$ cat src/rtl/fetch_pkg.sv
// Shared definitions for the instruction fetch stage and its downstream decoder.
package fetch_pkg;

    localparam int unsigned FSTATE_W = 3;

    localparam logic [FSTATE_W-1:0] S_IDLE       = 3'd0;
    localparam logic [FSTATE_W-1:0] S_REQ        = 3'd1;
    localparam logic [FSTATE_W-1:0] S_WAIT_SPACE = 3'd2;
    localparam logic [FSTATE_W-1:0] S_FLUSH      = 3'd3;
    localparam logic [FSTATE_W-1:0] S_HALTED     = 3'd4;

    localparam logic [3:0]  HALT_OP    = 4'hF;
    localparam int unsigned OPCODE_MSB = 15;
    localparam int unsigned OPCODE_LSB = 12;

    function automatic logic is_halt(input logic [3:0] opcode);
        return opcode == HALT_OP;
    endfunction

endpackage

$ cat src/rtl/fetch_queue.sv
// Two-entry prefetch FIFO; entry 0 is the registered head presented downstream.
module fetch_queue #(
    parameter int unsigned E_W = 24
) (
    input  logic           clk,
    input  logic           rst_n,
    input  logic           push_i,
    input  logic [E_W-1:0] push_entry_i,
    input  logic           pop_i,
    input  logic           clear_i,
    output logic [1:0]     count_o,
    output logic           head_valid_o,
    output logic [E_W-1:0] head_o
);

    logic [E_W-1:0] e0_q, e0_d, e1_q, e1_d;
    logic [1:0]     cnt_q, cnt_d;
    logic           do_pop, do_push;
    logic [1:0]     slot;

    assign do_pop  = pop_i && (cnt_q != 2'd0);
    assign do_push = push_i && ((cnt_q != 2'd2) || do_pop);
    // Write slot accounts for the shift caused by a simultaneous pop.
    assign slot    = cnt_q - {1'b0, do_pop};

    always_comb begin
        e0_d  = e0_q;
        e1_d  = e1_q;
        cnt_d = cnt_q;
        if (clear_i) begin
            e0_d  = '0;
            e1_d  = '0;
            cnt_d = '0;
        end else begin
            if (do_pop) begin
                e0_d = e1_q;
            end
            if (do_push) begin
                if (slot == 2'd0) begin
                    e0_d = push_entry_i;
                end else begin
                    e1_d = push_entry_i;
                end
            end
            cnt_d = cnt_q + {1'b0, do_push} - {1'b0, do_pop};
        end
    end

    always_ff @(posedge clk or negedge rst_n) begin
        if (!rst_n) begin
            e0_q  <= '0;
            e1_q  <= '0;
            cnt_q <= '0;
        end else begin
            e0_q  <= e0_d;
            e1_q  <= e1_d;
            cnt_q <= cnt_d;
        end
    end

    assign count_o      = cnt_q;
    assign head_valid_o = (cnt_q != 2'd0);
    assign head_o       = e0_q;

endmodule

$ cat src/rtl/instr_fetch.sv
// Instruction fetch stage: PC, memory req/ack handshake, redirect and HALT handling.
module instr_fetch
    import fetch_pkg::*;
#(
    parameter int unsigned          ADDR_W   = 8,
    parameter int unsigned          DATA_W   = 16,
    parameter logic [ADDR_W-1:0]    RESET_PC = '0
) (
    input  logic                clk,
    input  logic                reset,
    input  logic                start,
    output logic                mem_req,
    output logic [ADDR_W-1:0]   mem_addr,
    input  logic                mem_ack,
    input  logic [DATA_W-1:0]   mem_rdata,
    input  logic                redirect,
    input  logic [ADDR_W-1:0]   redirect_pc,
    output logic                instr_valid,
    input  logic                instr_ready,
    output logic [DATA_W-1:0]   instr,
    output logic [ADDR_W-1:0]   instr_pc,
    output logic [FSTATE_W-1:0] fstate
);

    localparam int unsigned E_W = DATA_W + ADDR_W;

    logic [FSTATE_W-1:0] state_q, state_d;
    logic [ADDR_W-1:0]   pc_q, pc_d;
    logic                redirect_eff;
    logic                push, pop;
    logic [1:0]          q_count, count_after;
    logic [E_W-1:0]      q_head;

    assign mem_req      = (state_q == S_REQ);
    assign mem_addr     = pc_q;
    assign redirect_eff = redirect && (state_q != S_IDLE);
    assign push         = mem_req && mem_ack && !redirect_eff;
    assign pop          = instr_valid && instr_ready;
    assign count_after  = q_count + {1'b0, push} - {1'b0, pop};

    always_comb begin
        state_d = state_q;
        pc_d    = pc_q;
        if (redirect_eff) begin
            pc_d    = redirect_pc;
            state_d = S_FLUSH;
        end else begin
            case (state_q)
                S_IDLE: begin
                    if (start) state_d = S_REQ;
                end
                S_REQ: begin
                    if (push) begin
                        pc_d = pc_q + ADDR_W'(1);
                        if (is_halt(mem_rdata[OPCODE_MSB:OPCODE_LSB])) begin
                            state_d = S_HALTED;
                        end else if (count_after == 2'd2) begin
                            state_d = S_WAIT_SPACE;
                        end
                    end
                end
                S_WAIT_SPACE: begin
                    if (count_after != 2'd2) state_d = S_REQ;
                end
                S_FLUSH:  state_d = S_REQ;
                S_HALTED: state_d = S_HALTED;
                default:  state_d = S_IDLE;
            endcase
        end
    end

    always_ff @(posedge clk or negedge reset) begin
        if (!reset) begin
            state_q <= S_IDLE;
            pc_q    <= RESET_PC;
        end else begin
            state_q <= state_d;
            pc_q    <= pc_d;
        end
    end

    fetch_queue #(
        .E_W (E_W)
    ) u_queue (
        .clk          (clk),
        .rst_n        (reset),
        .push_i       (push),
        .push_entry_i ({mem_rdata, pc_q}),
        .pop_i        (pop),
        .clear_i      (redirect_eff),
        .count_o      (q_count),
        .head_valid_o (instr_valid),
        .head_o       (q_head)
    );

    assign instr    = q_head[E_W-1:ADDR_W];
    assign instr_pc = q_head[ADDR_W-1:0];
    assign fstate   = state_q;

endmodule

$ cat config.mk
export PLATFORM = sky130hd
export DESIGN_NAME = instr_fetch
export DESIGN_NICKNAME = d
export VERILOG_FILES = /design/src/rtl/fetch_pkg.sv /design/src/rtl/fetch_queue.sv /design/src/rtl/instr_fetch.sv
export SDC_FILE = /design/constraint.sdc
export NUM_CORES = 1
export LEC_CHECK = 0
export BUFFER_PORTS_ARGS = -buffer_cell sky130_fd_sc_hd__buf_4
export CAP_MARGIN = 25
export CORE_MARGIN = 2
export CORE_UTILIZATION = 46
export DETAILED_ROUTE_END_ITERATION = 10
export GPL_TIMING_DRIVEN = 0
export PLACE_DENSITY = 0.78
export SLEW_MARGIN = 0
export SYNTH_ARGS = -nofsm -noshare
export SYNTH_HDL_FRONTEND = slang
export SYNTH_SLANG_ARGS = --single-unit
$ cat constraint.sdc
create_clock -name clk -period 4.7 [get_ports clk]
set_input_delay 0.705 -clock clk [delete_from_list [all_inputs] [get_ports clk]]
set_output_delay 0.705 -clock clk [all_outputs]
set_load 0.005 [all_outputs]
# After elaboration in Yosys (flattened, before gate mapping)

Index checks and enable logic that the tools add are counted.

$add $sub $neg: 6
Equal/unequal tests: 13
Mux-type cells: 18
Reduce and logical (&&, ||, !) cells: 18

Operator list:

| cell                | number |
|---|---|
| $mux 24             | 7 |
| $mux 8              | 3 |
| $mux 3              | 6 |
| $pmux 3 s5          | 1 |
| $add 8x1->8 const B | 1 |
| $reduce_bool 2->1   | 4 |
| $eq 3x2->1 const B  | 2 |
| $logic_and 1x1->1   | 6 |
| $ne 2x2->1 const B  | 3 |
| $ne 3x3->1 const B  | 2 |
| $sub 2x1->2         | 3 |
| $add 2x1->2         | 2 |
| $eq 4x4->1 const B  | 1 |
| $ne 4x1->1 const B  | 1 |
| $reduce_and 2->1    | 2 |
| $reduce_and 4->1    | 1 |
| $eq 3x1->1 const B  | 1 |
| $eq 3x3->1 const B  | 1 |
| $logic_not 3->1     | 1 |
| $ne 3x1->1 const B  | 1 |
| $reduce_bool 3->1   | 1 |
| $eq 2x2->1 const B  | 1 |
| $logic_not 2->1     | 1 |
| $mux 2              | 1 |
| 2 further kinds     | 2 |

Output and inout bits: 37
Bits in registers: 61
Word-level logic and storage cells: 60
Input bits: 30

# Depth between registers and ports, before layout

Gate-level depths: netlist of the first run.

Depth in word-level cells: 12
Gate-level depth with buffers: 10
Depth with buffers taken out: 7

# By module

From an unflattened synthesis of the first run, not the netlist that was laid out.

Cell total of the unflattened synthesis: 288
Area, all modules: 3,085.5 um^2

Modules (own cells, without submodules):

| module      | cells each | area each (um^2) | times used |
|---|---|---|---|
| fetch_queue | 209        | 2,338.5          | 1 |
| instr_fetch | 79         | 747.0            | 1 |

# Worst setup path after synthesis of the first run

No wires, ideal clock.

Path type: input -> register
Start: input instr_ready
End: register u_queue.e1_q[10]
Arrival time: 2,415 ps
Buffers on the path: 5
Stages on the path: 10
Setup slack: 2,154 ps
Cell sequence: o21a_1 buf_2 buf_2 ha_1 nand2b_1 clkbuf_1 nand4b_1 buf_2 buf_2 mux2i_1

Longest elaborated chain between the ends: 6
Elaborated cells on any way between the ends: 9
Those cells by class: add/sub (1); eq/ne (1); reduce/logical (7)

Ends and longest elaborated chain:

| item                                                                    | RTL line                             | text |
|---|---|---|
| start, declared                                                         | instr_fetch.sv:19                    | `input logic instr_ready,` |
| $logic_and 1x1->1 *                                                     | instr_fetch.sv:38                    | `assign pop = instr_valid && instr_ready;` |
| $logic_and 1x1->1 *                                                     | fetch_queue.sv:21                    | `assign do_pop = pop_i && (cnt_q != 2'd0);` |
| $sub 2x1->2 / $logic_or 1x1->1 (equally long branches)                  | fetch_queue.sv:24, fetch_queue.sv:22 |  |
| $logic_not 2->1 / $logic_and 1x1->1 (equally long branches)             | fetch_queue.sv:39, fetch_queue.sv:22 |  |
| $ne 2x2->1 (no source line) / $reduce_bool 2->1 (equally long branches) | n/a                                  |  |
| $reduce_and 2->1 (no source line) *                                     | n/a                                  |  |
| end signal, assigned                                                    | fetch_queue.sv:52                    | `e1_q <= '0;` |
| end signal, assigned                                                    | fetch_queue.sv:56                    | `e1_q <= e1_d;` |
| end, declared                                                           | fetch_queue.sv:16                    | `logic [E_W-1:0] e0_q, e0_d, e1_q, e1_d;` |

Every way passes the cells marked *; elsewhere a longest branch is shown, timed or not.
A chain may end at the register's enable or synchronous reset.

# Final worst setup path of the first run

Start: register u_queue.cnt_q[1] (netlist: u_queue.count_o[1])
End: register u_queue.e0_q[14] (netlist: u_queue.head_o[14])

Longest elaborated chain between the ends: 8
Elaborated cells on any way between the ends: 12
Those cells by class: add/sub (1); eq/ne (1); mux (4); reduce/logical (6)

Ends and longest elaborated chain:

| item                       | RTL line                             | text |
|---|---|---|
| start, declared            | fetch_queue.sv:17                    | `logic [1:0] cnt_q, cnt_d;` |
| start signal, assigned     | fetch_queue.sv:57                    | `cnt_q <= cnt_d;` |
| $reduce_bool 2->1          | fetch_queue.sv:21, fetch_queue.sv:62 |  |
| $logic_and 1x1->1          | instr_fetch.sv:38                    |  |
| $logic_and 1x1->1          | fetch_queue.sv:21                    |  |
| $sub 2x1->2                | fetch_queue.sv:24                    | `assign slot = cnt_q - {1'b0, do_pop};` |
| $logic_not 2->1            | fetch_queue.sv:39                    | `if (slot == 2'd0) begin` |
| $mux 24                    | fetch_queue.sv:39                    |  |
| $mux 24 *                  | fetch_queue.sv:38                    | `if (do_push) begin` |
| $mux 24 *                  | fetch_queue.sv:30                    | `if (clear_i) begin` |
| named net u_queue.e0_d[14] | fetch_queue.sv:16                    |  |
| end signal, assigned       | fetch_queue.sv:51                    | `e0_q <= '0;` |
| end signal, assigned       | fetch_queue.sv:55                    | `e0_q <= e0_d;` |
| end, declared              | fetch_queue.sv:16                    |  |

Mark *: on every way through the listed nets, which the timed path passes. The rest lies on a longest branch.

==> summary.md, run 1 <==
| Metric | Value |
|---|---|
| Clk root buf | `clkbuf_8` |
| RSZ-0062 raised after global routing | `no` |
| Final Max Slew Viols | `0` |
| Crit start category | `flip-flop` |
| Post-layout min period | `2.83 ns` |
| Setup Buffers After CTS | `0` |
| Clock tree buffer depth | `2` |
| Initial antenna violation count | `0` |
| Vias in the first global route | `2,823` |
| # fillers | `594` |
| R2R Path End | `u_queue.head_o[14]` |
| Synth area leader | `dfrtp_1` |
| Compound-Gate Fraction of Synth Area | `11.0%` |
| Fin. Hold Viols | `0` |
| Reg2reg start | `u_queue.count_o[1]` |
| Synth Register Bits | `61` |
| Worst-margin pin slew | `0.787 ns` |
| Nets@finish | `432` |
| Final wirelength | `8380 um` |
| Worst setup EP type | `flip-flop` |
| Post-synth EDFFs | `0` |
| Worst reg-to-reg setup slack | `1.87 ns` |
| Clock skew | `0.00457 ns` |
| Multiplexer share of the synthesized area | `14.8%` |
| Main combinational cell family by area after synthesis | `simple AND/OR/NAND/NOR gates` |
| Syn nets | `355` |
| FP Rows | `30` |
| Grt ovf | `0` |
| Avg Inst Size Synth | `10.1 um^2` |
| Vias | `2,762` |
| Req. time, crit path | `4.94 ns` |
| DPL Wire Length | `5600 um` |
| Placer Congestion | `0.798` |
| Largest net degree at the start of global routing | `62` |
| Initial core utilization | `47.7%` |
| Period Utilization, post-route | `60.3%` |
| Critical path arrival | `3.07 ns` |
| Register clock-pin slew on the reported worst setup and hold paths | `0.07 ns` |
| First-pass iteration count of the detailed router | `5` |
| Syn Inst Count | `320` |
| Layout Area Growth over Synthesis | `24.9%` |
| Placed instance area | `3860 um^2` |
| CTS buffer count | `9` |
| Commonest non-fill, non-tap cells in the layout | `buf_4, dfrtp_1, mux2i_1` |
| Commonest non-fill, non-tap cell in the layout | `buf_4` |
| Critical Path Fanout Max | `10` |
| Fin Setup TNS | `0 ns` |
| Core Region | `6790 um^2` |
| Achievable Freq | `0.353 GHz` |
| H-Tree Depth | `3` |
| Post-Synth XOR/XNOR Area | `1.27%` |
| Max-cap violations | `0` |
| Yosys warns | `0` |
| Io pins | `67` |
| Post-synth top flop | `dfrtp_1` |
| Fin area | `4050 um^2` |
| Synth async-reset ratio | `100%` |
| Global-route wire length before repair | `13,700 um` |
| Simple-Gate Fraction of Synth Area | `16.5%` |
| Slew HR | `47.5%` |
| Die height | `87.9 um` |
| CTS tree | `yes` |
| Outcome | `completed` |
| Resized cells post-CTS | `0` |
| DRC viols | `0` |
| Layout cells sized above 1 | `23.1%` |
| Clk_lat worst skew | `0.34 ns` |
| Leak | `2.02 nW` |
| Die width | `87.9 um` |
| Clk sinks | `61` |
| Final setup violating endpoints | `0` |
| Worst VDD drop | `0.000282 V` |
| Top area cells in the synthesized netlist | `dfrtp_1, mux2i_1, a211oi_1` |
| Initial detailed-routing violation count | `172` |
| GRT Total Usage | `23.0%` |
| DR vias/cell | `5.55` |
| WS Path Type | `reg2reg` |
| Seq/Total Area, Yosys | `47.1%` |
| Antenna cells | `0` |
| Power per Cell Area | `523 nW/um^2` |
| Post-Synthesis Cell Area | `3240 um^2` |
| Synth Area in Adders | `1.93%` |
| Die ar. | `7730 um^2` |
| Min-delay worst type | `in2async` |
| WL/cell | `16.8 um` |
| CTS Hold Bufs | `0` |
| I/O Buffers | `66` |
| Final ANT Viol Nets | `0` |
| Netlist cell types | `41` |
| Path depth of the worst reg2reg path | `9` |
| Top cell type's share of synthesized area | `47.1%` |
-- area by class of cell --
type                    instances  area (um^2)  area share [%]
flip-flops and latches         61         1530            37.7
multi-input cells             202         1480            36.4
repair buffers                 66          495            12.2
clock buffers                  11          141            3.49
plain buffers                  27          126            3.12
well taps                      96          120            2.97
inverters                      30          113            2.78
clock inverters                 5         50.0            1.24
-- sequential cells by signal, indices dropped and copies added (netlist names) --
signal,count
u_queue.e1_q,24
fstate,3
u_queue.head_o,24
u_queue.count_o,2
mem_addr,8
-- logic make-up after synthesis --
logic type,count (synthesis)
compound gates,48
xor+xnor,3
fa+ha+maj,5
buf+inv,57
flops,61
mux,48
simple gates,98
-- per-stage QoR --
step	hold slack, ns	power, W	instances	utilization [%]	worst slack (ns)
final	0.440	0.00212	498	59.6	1.87
after CTS	0.463	0.00212	498	59.6	1.90
after detailed placement	0.524	0.00166	482	56.8	1.61
after global routing	0.501	0.00225	498	59.6	1.66
after global placement	0.512	0.00163	482	56.8	1.68
after floorplan	0.409	0.00129	320	-	2.15
-- worst max-delay path, stage by stage (launching register included) --
cell and delay [ns]:
dfrtp_1 0.46, o21a_1 0.16, buf_2 0.22, buf_2 0.35, ha_1 0.31, nand2b_1 0.08, clkbuf_1 0.30, clkbuf_1 0.44
nor4_1 0.12, a211oi_1 0.28
-- per-layer routing --
layer | vias to the layer above | GRT usage [%] | routed length, um
li1 | 1313 | - | -
met1 | 1346 | 31.9 | 3740
met2 | 93 | 36.1 | 4050
met3 | 10 | 4.24 | 489
met4 | 0 | 8.95 | 96
met5 | - | 0 | 0
-- cell usage after synthesis (2+ instances only) --
cell type  number
a211oi_1       24
a31oi_1         7
and2_1          3
buf_2           8
buf_6           2
clkbuf_1       17
dfrtp_1        61
ha_1            5
inv_1          30
mux2i_1        48
nand2_1        28
nand2b_1        3
nand3_1         2
nand4_1         4
nor2_1         13
nor3_1          3
nor3b_1         3
nor4_1         25
o21a_1          3
o31ai_1         6
or4_1           5
-- report_power, final --
group / switching (W) / total, W / leakage [nW] / internal [W]
sequential: 0.000138 / 0.000820 / 0.808 / 0.000682
combinational: 0.000445 / 0.000838 / 1.11 / 0.000394
clock: 0.000204 / 0.000460 / 0.103 / 0.000256
total: 0.000786 / 0.00212 / 2.02 / 0.00133
-- worst max path at each step --
stage / from / end / cells after the start
final: u_queue.count_o[1] / u_queue.head_o[14] / 9
after global routing: u_queue.count_o[1] / u_queue.head_o[17] / 9
after CTS: u_queue.count_o[1] / u_queue.head_o[17] / 9
after detailed placement: instr_ready / u_queue.head_o[17] / 10
after global placement: instr_ready / u_queue.e1_q[12] / 11
after floorplan: instr_ready / u_queue.e1_q[10] / 10
No activity file was read; power rests on OpenSTA's default activity.
==> run 2: changes to the inputs <==
--- a/config.mk
+++ b/config.mk
@@ -5,13 +5,14 @@
 export SDC_FILE = /design/constraint.sdc
 export NUM_CORES = 1
 export LEC_CHECK = 0
+export ABC_AREA = 1
 export BUFFER_PORTS_ARGS = -buffer_cell sky130_fd_sc_hd__buf_4
 export CAP_MARGIN = 25
 export CORE_MARGIN = 2
 export CORE_UTILIZATION = 46
 export DETAILED_ROUTE_END_ITERATION = 10
 export GPL_TIMING_DRIVEN = 0
-export PLACE_DENSITY = 0.78
+export PLACE_DENSITY = 0.77
 export SLEW_MARGIN = 0
 export SYNTH_ARGS = -nofsm -noshare
 export SYNTH_HDL_FRONTEND = slang
==> constraint.sdc (replaced) <==
create_clock -name clk -period 2.86 [get_ports clk]
set_input_delay 0.429 -clock clk [delete_from_list [all_inputs] [get_ports clk]]
set_output_delay 0.429 -clock clk [all_outputs]
set_load 0.005 [all_outputs]
==> summary.md, run 2 <==
| Metric | Value |
|---|---|
| Clk root buf | `clkbuf_8` |
| Avg Inst Size Synth | `7.28 um^2 (-28%)` |
| Final ANT Viol Nets | `0 (unchanged)` |
| Final Max Slew Viols | `0 (unchanged)` |
| CTS Hold Bufs | `0 (unchanged)` |
| Register clock-pin slew on the reported worst setup and hold paths | `0.07 ns (about the same)` |
| Clk_lat worst skew | `0.34 ns (about the same)` |
| Critical Path Fanout Max | `10 (unchanged)` |
| Req. time, crit path | `3.13 ns (-1.81 ns)` |
| Final setup violating endpoints | `0 (unchanged)` |
| Final wirelength | `8160 um (-2.6%)` |
| Global-route wire length before repair | `13,600 um (-0.91%)` |
| Final Util | `58.1% (-1.5 points)` |
| First-pass iteration count of the detailed router | `6 (+1)` |
| Vias in the first global route | `2,985 (+5.7%)` |
| Commonest non-fill, non-tap cell in the layout | `nand2_1` |
| Crit start category | `flip-flop` |
| Worst reg-to-reg setup slack | `0.53 ns (-1.34 ns)` |
| Synth Register Bits | `61 (unchanged)` |
| DR vias/cell | `4.88 (-12%)` |
| Syn nets | `503 (+42%)` |
| Setup Buffers After CTS | `0 (unchanged)` |
| Top area cells in the synthesized netlist | `dfrtp_1, nand2_1, inv_1` |
| Yosys warns | `0 (unchanged)` |
| Top cell type's share of synthesized area | `44.8% (-2.3 points)` |
| DRC viols | `0 (unchanged)` |
| Min-delay worst type | `in2async` |
| Worst VDD drop | `0.000471 V (+67%)` |
| Levels on crit path | `13 (+4)` |
| Die ar. | `8110 um^2 (+4.9%)` |
| Initial detailed-routing violation count | `216 (+26%)` |
| CTS buffer count | `9 (unchanged)` |
| Critical-path cell list | `inv_2 -> nand2_2 -> nand2_4 -> clkinv_2 -> buf_6 -> ha_1 -> inv_1 -> nor2_1 -> inv_2 -> a31oi_4 -> buf_6 -> nand2_1 -> nand2_1` |
| Syn Inst Count | `468 (+46%)` |
| Outcome | `completed` |
| Max-cap violations | `0 (unchanged)` |
| Initial core utilization | `47.2% (-0.46 points)` |
| Post-synth top flop | `dfrtp_1` |
| Slowest cell on the critical path | `dfrtp_1` |
| Fin Setup TNS | `0 ns (unchanged)` |
| Worst setup EP type | `flip-flop` |
| DP Cell Count | `633 (+31%)` |
| Nets@finish | `580 (+34%)` |
| Synth area leader | `dfrtp_1` |
| Initial antenna violation count | `0 (unchanged)` |
| Worst-margin pin slew | `0.798 ns (+0.0112 ns)` |
| Critical path arrival | `2.60 ns (-0.47 ns)` |
| Clock tree buffer depth | `2 (unchanged)` |
| RSZ-0062 raised after global routing | `no` |
| Die width | `90.1 um (+2.4%)` |
| Critical path's top delay family | `buffers and inverters` |
| Placer Congestion | `0.882 (+11%)` |
| WS Path Type | `reg2reg` |
| FP Rows | `31 (+3.3%)` |
| Fin. Hold Viols | `0 (unchanged)` |
| Die height | `90.1 um (+2.4%)` |
| CTS tree | `yes` |
| Seq/Total Area, Yosys | `44.8% (-2.3 points)` |
| Largest net degree at the start of global routing | `62 (unchanged)` |
| Count leader, synth | `nand2_1` |
| R2R Path End | `u_queue.e1_q[22]` |
| Layout cells sized above 1 | `24.8% (+1.6 points)` |
| Grt ovf | `0 (unchanged)` |
| Most frequent cells after synthesis | `nand2_1, dfrtp_1, inv_1` |
| Resized cells post-CTS | `0 (unchanged)` |
| Antenna cells | `0 (unchanged)` |
| Clock skew | `0.00726 ns (+0.00269 ns)` |
| Power per Cell Area | `930 nW/um^2 (+78%)` |
| Layout Cells excl Fill | `648 (+30%)` |
| Post-Synthesis Cell Area | `3410 um^2 (+5.2%)` |
| Achievable Freq | `0.429 GHz (+22%)` |
| Io pins | `67 (unchanged)` |
| Reg2reg start | `u_queue.count_o[1]` |
| Vias | `3,160 (+14%)` |
| Clk sinks | `61 (unchanged)` |
| Buf/Inv on CP | `6 (+2)` |
| Max incr delay on CP | `0.45 ns (about the same)` |
| Leak | `2.44 nW (+21%)` |
| WL/cell | `12.6 um (-25%)` |
| Post-synth EDFFs | `0 (unchanged)` |
| Commonest non-fill, non-tap cells in the layout | `nand2_1, buf_4, dfrtp_1` |
| I/O Buffers | `66 (unchanged)` |
| Layout Area Growth over Synthesis | `23.0%` |
| Core Region | `7210 um^2 (+6.2%)` |
| Synth async-reset ratio | `100% (unchanged)` |
| GRT Total Usage | `20.6% (-2.4 points)` |
| Path depth of the worst reg2reg path | `13 (+4)` |
| Post-layout min period | `2.33 ns (-0.504 ns)` |
| H-Tree Depth | `3 (unchanged)` |
| DPL Wire Length | `5630 um (+0.43%)` |
| # fillers | `707 (+19%)` |
| Slew HR | `46.8% (-0.74 points)` |
| Period Utilization, post-route | `81.4% (+21 points)` |
| Netlist cell types | `27 (-34%)` |
run 2: cell count changes after synthesis, moves of 24 or more:
cell / change
a211oi_1: -24
mux2i_1: -48
nand2_1: +174
nand3_1: +26
nor2_1: +27
nor4_1: -25
run 2: routing by layer:
metal | track usage, % | up-vias | part of all wire, %
met5 | 0 | - | 0
met4 | 10.4 | 0 | 1.8
met2 | 32.5 | 117 | 47
met1 | 27.8 | 1451 | 45
met3 | 3.10 | 16 | 5.6
li1 | - | 1576 | -
run 2: power breakdown:
part	leakage (nW)	internal (W)	switching (W)
Combinational	1.54	0.000764	0.00105
Clock	0.0877	0.000327	0.000335
Sequential	0.816	0.00117	0.000262
Total	2.44	0.00226	0.00164
run 2: per-stage QoR:
stage          cell area (um^2)  power, W  hold slack (ns)  worst slack, ns
2_1_floorplan              3410   0.00253            0.133            0.830
3_3_place_gp               4030   0.00319            0.454            0.571
3_5_place_dp               4030   0.00325            0.458            0.547
4_1_cts                    4190   0.00392            0.202            0.535
5_1_grt                    4190   0.00423            0.248            0.346
6_report                   4190   0.00390            0.172            0.531
run 2: cell type report:
class                           instances  area (um^2)  area share (%)
Sequential cell                        61         1530            36.4
Buffer                                 19          141            3.37
Inverter                               52          196            4.69
Clock buffer                           10          138            3.28
Multi-Input combinational cell        336         1540            36.8
Timing Repair Buffer                   66          495            11.8
Tap cell                               99          124            2.95
Clock inverter                          5         27.5           0.657
run 2: logic make-up (layout without fill, tap and decap cells):
kind of cell | Yosys count | in the layout | synth area share (%)
AOI/OAI and AO/OA | 19 | 19 | 3.49
and+or+nand+nor | 306 | 306 | 38.4
buffers and inverters | 71 | 152 | 9.91
DFF | 61 | 61 | 44.8
adders and majority gates | 5 | 5 | 1.84
xor gates and xnor gates | 6 | 6 | 1.54
run 2: worst reg2reg max path, delay by kind of cell (launching register included):
kind,cells,cell delay (ns)
adder cells (fa/ha/maj),1,0.28
AO/OA/AOI/OAI,1,0.33
buffers and inverters,6,0.75
AND/OR/NAND/NOR,5,0.48
flip-flops,1,0.45
run 2: worst max-delay path by stage:
stage	end	start
2_1_floorplan	u_queue.e1_q[10]	u_queue.count_o[1]
3_3_place_gp	u_queue.e1_q[20]	u_queue.count_o[1]
4_1_cts	u_queue.e1_q[22]	u_queue.count_o[1]
6_report	u_queue.e1_q[22]	u_queue.count_o[1]
5_1_grt	u_queue.e1_q[22]	u_queue.count_o[1]
3_5_place_dp	u_queue.e1_q[22]	u_queue.count_o[1]
